===== src/rtl/psram_frame_reader.sv =====
// Streams a contiguous block of 16-bit PSRAM words through a 4-entry FIFO.
// Define PSRAM_READER_STATS_EN to add the stall_count output.
module psram_frame_reader #(
  parameter int unsigned WAIT_CYCLES = 4,
  parameter int unsigned AW          = 25,
  parameter int unsigned LW          = 20
) (
  input  logic          CLK50,
  input  logic          MSS_RESET_N,
  input  logic          start,
  input  logic          abort,
  input  logic [AW-1:0] base_addr,
  input  logic [LW-1:0] length,
  output logic          busy,
  output logic          done,
  output logic [15:0]   dout,
  output logic          dout_valid,
  input  logic          dout_ready,
`ifdef PSRAM_READER_STATS_EN
  output logic [15:0]   stall_count,
`endif
  output logic [AW-1:0] psram_address,
  input  logic [15:0]   psram_data_in,
  output logic          psram_ncs0,
  output logic          psram_noe0,
  output logic          psram_nwe,
  output logic [1:0]    psram_nbyte_en
);

  localparam int unsigned WcW = (WAIT_CYCLES > 1) ? $clog2(WAIT_CYCLES) : 1;

  typedef enum logic [2:0] {StIdle, StSetup, StAccess, StRecover, StDrain} state_e;

  state_e         state;
  logic [LW-1:0]  remaining;
  logic [WcW-1:0] wait_cnt;

  logic [15:0] mem [4];
  logic [1:0]  wr_ptr;
  logic [1:0]  rd_ptr;
  logic [2:0]  count;
  logic        push;
  logic        pop;
  logic        fifo_space;
  logic        empty_after;

  assign psram_nwe      = 1'b1;
  assign psram_nbyte_en = 2'b00;

  assign dout_valid  = (count != 3'd0);
  assign dout        = dout_valid ? mem[rd_ptr] : 16'h0000;
  assign pop         = dout_valid & dout_ready;
  assign push        = (state == StAccess) && (wait_cnt == '0) && !abort;
  // Space counts a same-cycle pop so a started read always has a slot.
  assign fifo_space  = (count != 3'd4) || pop;
  assign empty_after = (count == 3'd0) || ((count == 3'd1) && pop);

  always_ff @(posedge CLK50 or negedge MSS_RESET_N) begin
    if (!MSS_RESET_N) begin
      state         <= StIdle;
      busy          <= 1'b0;
      done          <= 1'b0;
      remaining     <= '0;
      wait_cnt      <= '0;
      psram_address <= '0;
      psram_ncs0    <= 1'b1;
      psram_noe0    <= 1'b1;
    end else begin
      done <= 1'b0;
      if (abort) begin
        state      <= StIdle;
        busy       <= 1'b0;
        psram_ncs0 <= 1'b1;
        psram_noe0 <= 1'b1;
      end else begin
        unique case (state)
          StIdle: begin
            // busy=1 in IDLE is the one-cycle exit step after an accepted start.
            if (!busy) begin
              if (start) begin
                busy          <= 1'b1;
                psram_address <= base_addr;
                remaining     <= length;
              end
            end else if (remaining == '0) begin
              done <= 1'b1;
              busy <= 1'b0;
            end else if (fifo_space) begin
              state      <= StSetup;
              psram_ncs0 <= 1'b0;
            end
          end
          StSetup: begin
            state      <= StAccess;
            psram_noe0 <= 1'b0;
            wait_cnt   <= WcW'(WAIT_CYCLES - 1);
          end
          StAccess: begin
            if (wait_cnt == '0) begin
              state         <= StRecover;
              psram_ncs0    <= 1'b1;
              psram_noe0    <= 1'b1;
              psram_address <= psram_address + 1'b1;
              remaining     <= remaining - 1'b1;
            end else begin
              wait_cnt <= wait_cnt - 1'b1;
            end
          end
          StRecover: begin
            if (remaining != '0) begin
              if (fifo_space) begin
                state      <= StSetup;
                psram_ncs0 <= 1'b0;
              end
            end else if (empty_after) begin
              done  <= 1'b1;
              busy  <= 1'b0;
              state <= StIdle;
            end else begin
              state <= StDrain;
            end
          end
          StDrain: begin
            if (empty_after) begin
              done  <= 1'b1;
              busy  <= 1'b0;
              state <= StIdle;
            end
          end
          default: state <= StIdle;
        endcase
      end
    end
  end

  always_ff @(posedge CLK50 or negedge MSS_RESET_N) begin
    if (!MSS_RESET_N) begin
      wr_ptr <= '0;
      rd_ptr <= '0;
      count  <= '0;
    end else if (abort) begin
      wr_ptr <= '0;
      rd_ptr <= '0;
      count  <= '0;
    end else begin
      if (push) wr_ptr <= wr_ptr + 1'b1;
      if (pop)  rd_ptr <= rd_ptr + 1'b1;
      count <= count + {2'b00, push} - {2'b00, pop};
    end
  end

  always_ff @(posedge CLK50) begin
    if (push) mem[wr_ptr] <= psram_data_in;
  end

`ifdef PSRAM_READER_STATS_EN
  always_ff @(posedge CLK50 or negedge MSS_RESET_N) begin
    if (!MSS_RESET_N) begin
      stall_count <= '0;
    end else if (!abort) begin
      if ((state == StIdle) && !busy && start) begin
        stall_count <= '0;
      end else if ((state == StRecover) && (remaining != '0) && !fifo_space &&
                   (stall_count != 16'hFFFF)) begin
        stall_count <= stall_count + 1'b1;
      end
    end
  end
`endif

endmodule


===== config.mk =====
export PLATFORM = sky130hd
export DESIGN_NAME = psram_frame_reader
export DESIGN_NICKNAME = d
export VERILOG_FILES = /design/src/rtl/psram_frame_reader.sv
export SDC_FILE = /design/constraint.sdc
export NUM_CORES = 1
export LEC_CHECK = 0
export CORE_ASPECT_RATIO = 0.8
export CORE_UTILIZATION = 53
export CTS_CLUSTER_SIZE = 10
export DETAILED_ROUTE_END_ITERATION = 10
export PLACE_DENSITY = 0.81
export SETUP_SLACK_MARGIN = 0.2
export SLEW_MARGIN = 15
export SYNTH_ARGS = -nofsm -noshare
export SYNTH_HDL_FRONTEND = slang
export SYNTH_SLANG_ARGS = --single-unit

===== constraint.sdc =====
create_clock -name CLK50 -period 2.95 [get_ports CLK50]
set_clock_uncertainty 0.2 [all_clocks]
set_input_delay 0.59 -clock CLK50 [delete_from_list [all_inputs] [get_ports CLK50]]
set_output_delay 0.59 -clock CLK50 [all_outputs]
set_load 0.02 [all_outputs]

==> flow_summary.ini <==
[yosys]
syn_inst = 565
yosysWarnings = 0
synth_edf_count = 64
synth_top_area_share_pct = 30.78
yosys_register_bits = 125
synth_area_leaders = edfxtp_1 (31%), dfrtp_1 (24%), mux4_2 (5.8%)
synth_most_common_cell = edfxtp_1
synth_ff_type = edfxtp_1
synth_top_area_cell = edfxtp_1
ys_seq_area_share_pct = 55.27
ys_async_sr_fraction_pct = 48.80
post_synth.cell_area_avg_um2 = 11.05
synth_cell_types = 62
syn_area_um2 = 6243
ys_top_cells_by_count = edfxtp_1 (64), dfrtp_1 (59), nor2_1 (52)

[place]
place.gp.congestion = 0.8793
numPortBuffers = 111
dp_hpwl_mm = 10.20

[clocking]
cts_max_path_buffers = 2
tritoncts = yes
cts_buffers = 17
clock-sinks = 125
clock-root-buffer = clkbuf_16
path_clk_slew_ns = 0.05
insertion_delay_ns = 0.41
cts_max_level = 4

[drt]
vias = 5143
wl_mm = 16.08
drtIter0Drc = 672
drc = 0
via_per_inst = 6.072
wl_per_cell_um = 18.98
drtAntennaViolNets = 0
firstDrtPassIters = 5

[pwr]
max-vdd-ir-drop_mv = 0.4326
p_per_area_nw_per_um2 = 897.5
p_total_mw = 7.359
leakage_nw = 3.069

[floorplanning]
pin_count = 115
rows = 35
die_h_um = 99.08
core_area_um2 = 11470
initial_core_util_pct = 54.42
die-area_um2 = 12220
die_w_um = 123.3

[critical_path]
critical_path.top_delay_family = multiplexers
crit_slowest_cell = mux4_2
worstPathRequired_ns = 2.16
critPathKind = reg -> out
end_kind = output pin
cp-start-kind = flop
cp_cell_sequence = bufbuf_16, mux4_2, and2_1, buf_2
crit_path_max_incr_delay_ns = 0.50
ff2ff_setup_slack_ns = 0.37
cp_max_fo = 4
worstPathArrival_ns = 1.96
crit_buf_inv = 2

[run_status]
status = completed

[finish]
num-fill-cells = 805
nets = 762
layout-drive-gt1-share_pct = 14.88
seqCellArea_um2 = 3453
multi_input_area_um2 = 2616
syn_to_final_growth_pct = 31.34
diodes = 0

[global_routing]
grt_overflow = 0
grt_pass1_wl_mm = 25.50
track_usage_pct = 27.84
grt_max_degree = 48
antenna_found_initial = 0
first_global_vias = 4968

[timing]
finalSetupViolations = 0
slew_violations = 0
fin_crit_ns = 2.745
max_freq_mhz = 364.3
tightest_slew_ns = 0.6401
finalHoldViolCount = 0
max_slew_margin_pct = 56.72
rsz0062_at_grt = true
timing.hold.ws_ns = 0.3203
finalSetupTns_ns = 0
fin_crit_sh_pct = 93.06

[flow_run]
cap_violations = 0

[worst_hold_path]
hp-class = reg -> reg
## through the flow
stage          instances  setup slack [ns]  utilization, %  area, µm²
2_1_floorplan        566            0.3015               -       6247
3_3_place_gp         809            0.2401           66.31       7609
3_5_place_dp         809            0.1662           66.31       7609
4_1_cts              847            0.2319           71.37       8189
5_1_grt              847            0.1645           71.47       8200
6_report             847            0.2048           71.47       8200
## path summary, 6_finish.rpt
check / start / endpoint / depth (start not counted)
max reg2reg: state[2] / count[2] / 10
max: rd_ptr[0] / dout[1] / 4
min reg2reg: wait_cnt[0] / wait_cnt[0] / 1
max in group asynchronous: MSS_RESET_N / remaining[7] / 3
min in group asynchronous: MSS_RESET_N / count[1] / 2
min: wait_cnt[0] / wait_cnt[0] / 1
## flip-flops by register name, summed over array words and instances (netlist names)
| register | flops |
|---|---|
| busy | 1 |
| count | 3 |
| done | 1 |
| mem | 64 |
| psram_address | 25 |
| psram_ncs0 | 1 |
| psram_noe0 | 1 |
| rd_ptr | 2 |
| remaining | 20 |
| state | 3 |
| wait_cnt | 2 |
| wr_ptr | 2 |
## worst reg2reg max path: cells and delay by family, from the launching register on
kind / cells / cell delay, ns
XOR/XNOR: 1 / 0.17
adder cells (fa/ha/maj): 3 / 0.79
buffers and inverters: 3 / 0.17
flip-flops: 1 / 0.50
AND/OR/NAND/NOR: 3 / 0.62
## power breakdown
group,total (mW),leakage (nW),internal [mW],switching [mW]
clock,2.00,0.267,1.25,0.746
combinational,2.69,1.52,1.30,1.39
sequential,2.67,1.28,2.20,0.469
total,7.36,3.07,4.75,2.61
## cell type report
type,instances,area share (%)
clock buffers,19,5.401
clock inverters,13,1.526
inverters,12,0.5493
multi-input cells,391,31.90
flip-flops and latches,125,42.11
well taps,148,2.258
repair buffers,139,16.25
## cells in the final DEF, fill, tap and decap left out, drive strengths merged, types with 10 or more instances in the layout
cell	instances
clkbuf	19
nor3	11
inv	12
mux4	16
dfrtp	59
buf	43
and2	26
nand2	32
nand2b	10
a21oi	49
o21ai	39
nand3	20
edfxtp	64
a2bb2oi	11
nor2	52
clkdlybuf4s50	93
## what timing repair did
action                                  CTS  global route
hold buffers                              1             0
resized for setup                        67             4
hold endpoints to repair                 16             0
endpoints found under the setup margin   17            14
buffers inserted                          3             0
cloned                                    2             0
## per-layer routing
| metal | part of all wire [%] | routed length [µm] | track usage (%) | vias to the layer above |
|---|---|---|---|---|
| met1 | 42 | 6831 | 37.62 | 2553 |
| met2 | 51 | 8126 | 44.74 | 204 |
| met3 | 5.5 | 885 | 6.250 | 21 |
| met4 | 1.5 | 235 | 8.990 | 0 |
| met5 | 0 | 0 | 0 | - |
| li1 | - | - | - | 2365 |
## logic make-up (layout without fill, tap and decap cells)
kind of cell	Yosys count	in the layout	share of synthesized area, %
flops	125	125	55.27
buf+inv	50	183	3.347
other cells	2	3	0.1203
fa+ha+maj	10	10	2.124
compound gates	156	156	15.57
xor+xnor	5	5	0.7015
simple gates	197	197	16.43
mux	20	20	6.433
Power figures use the tool's default switching activity.
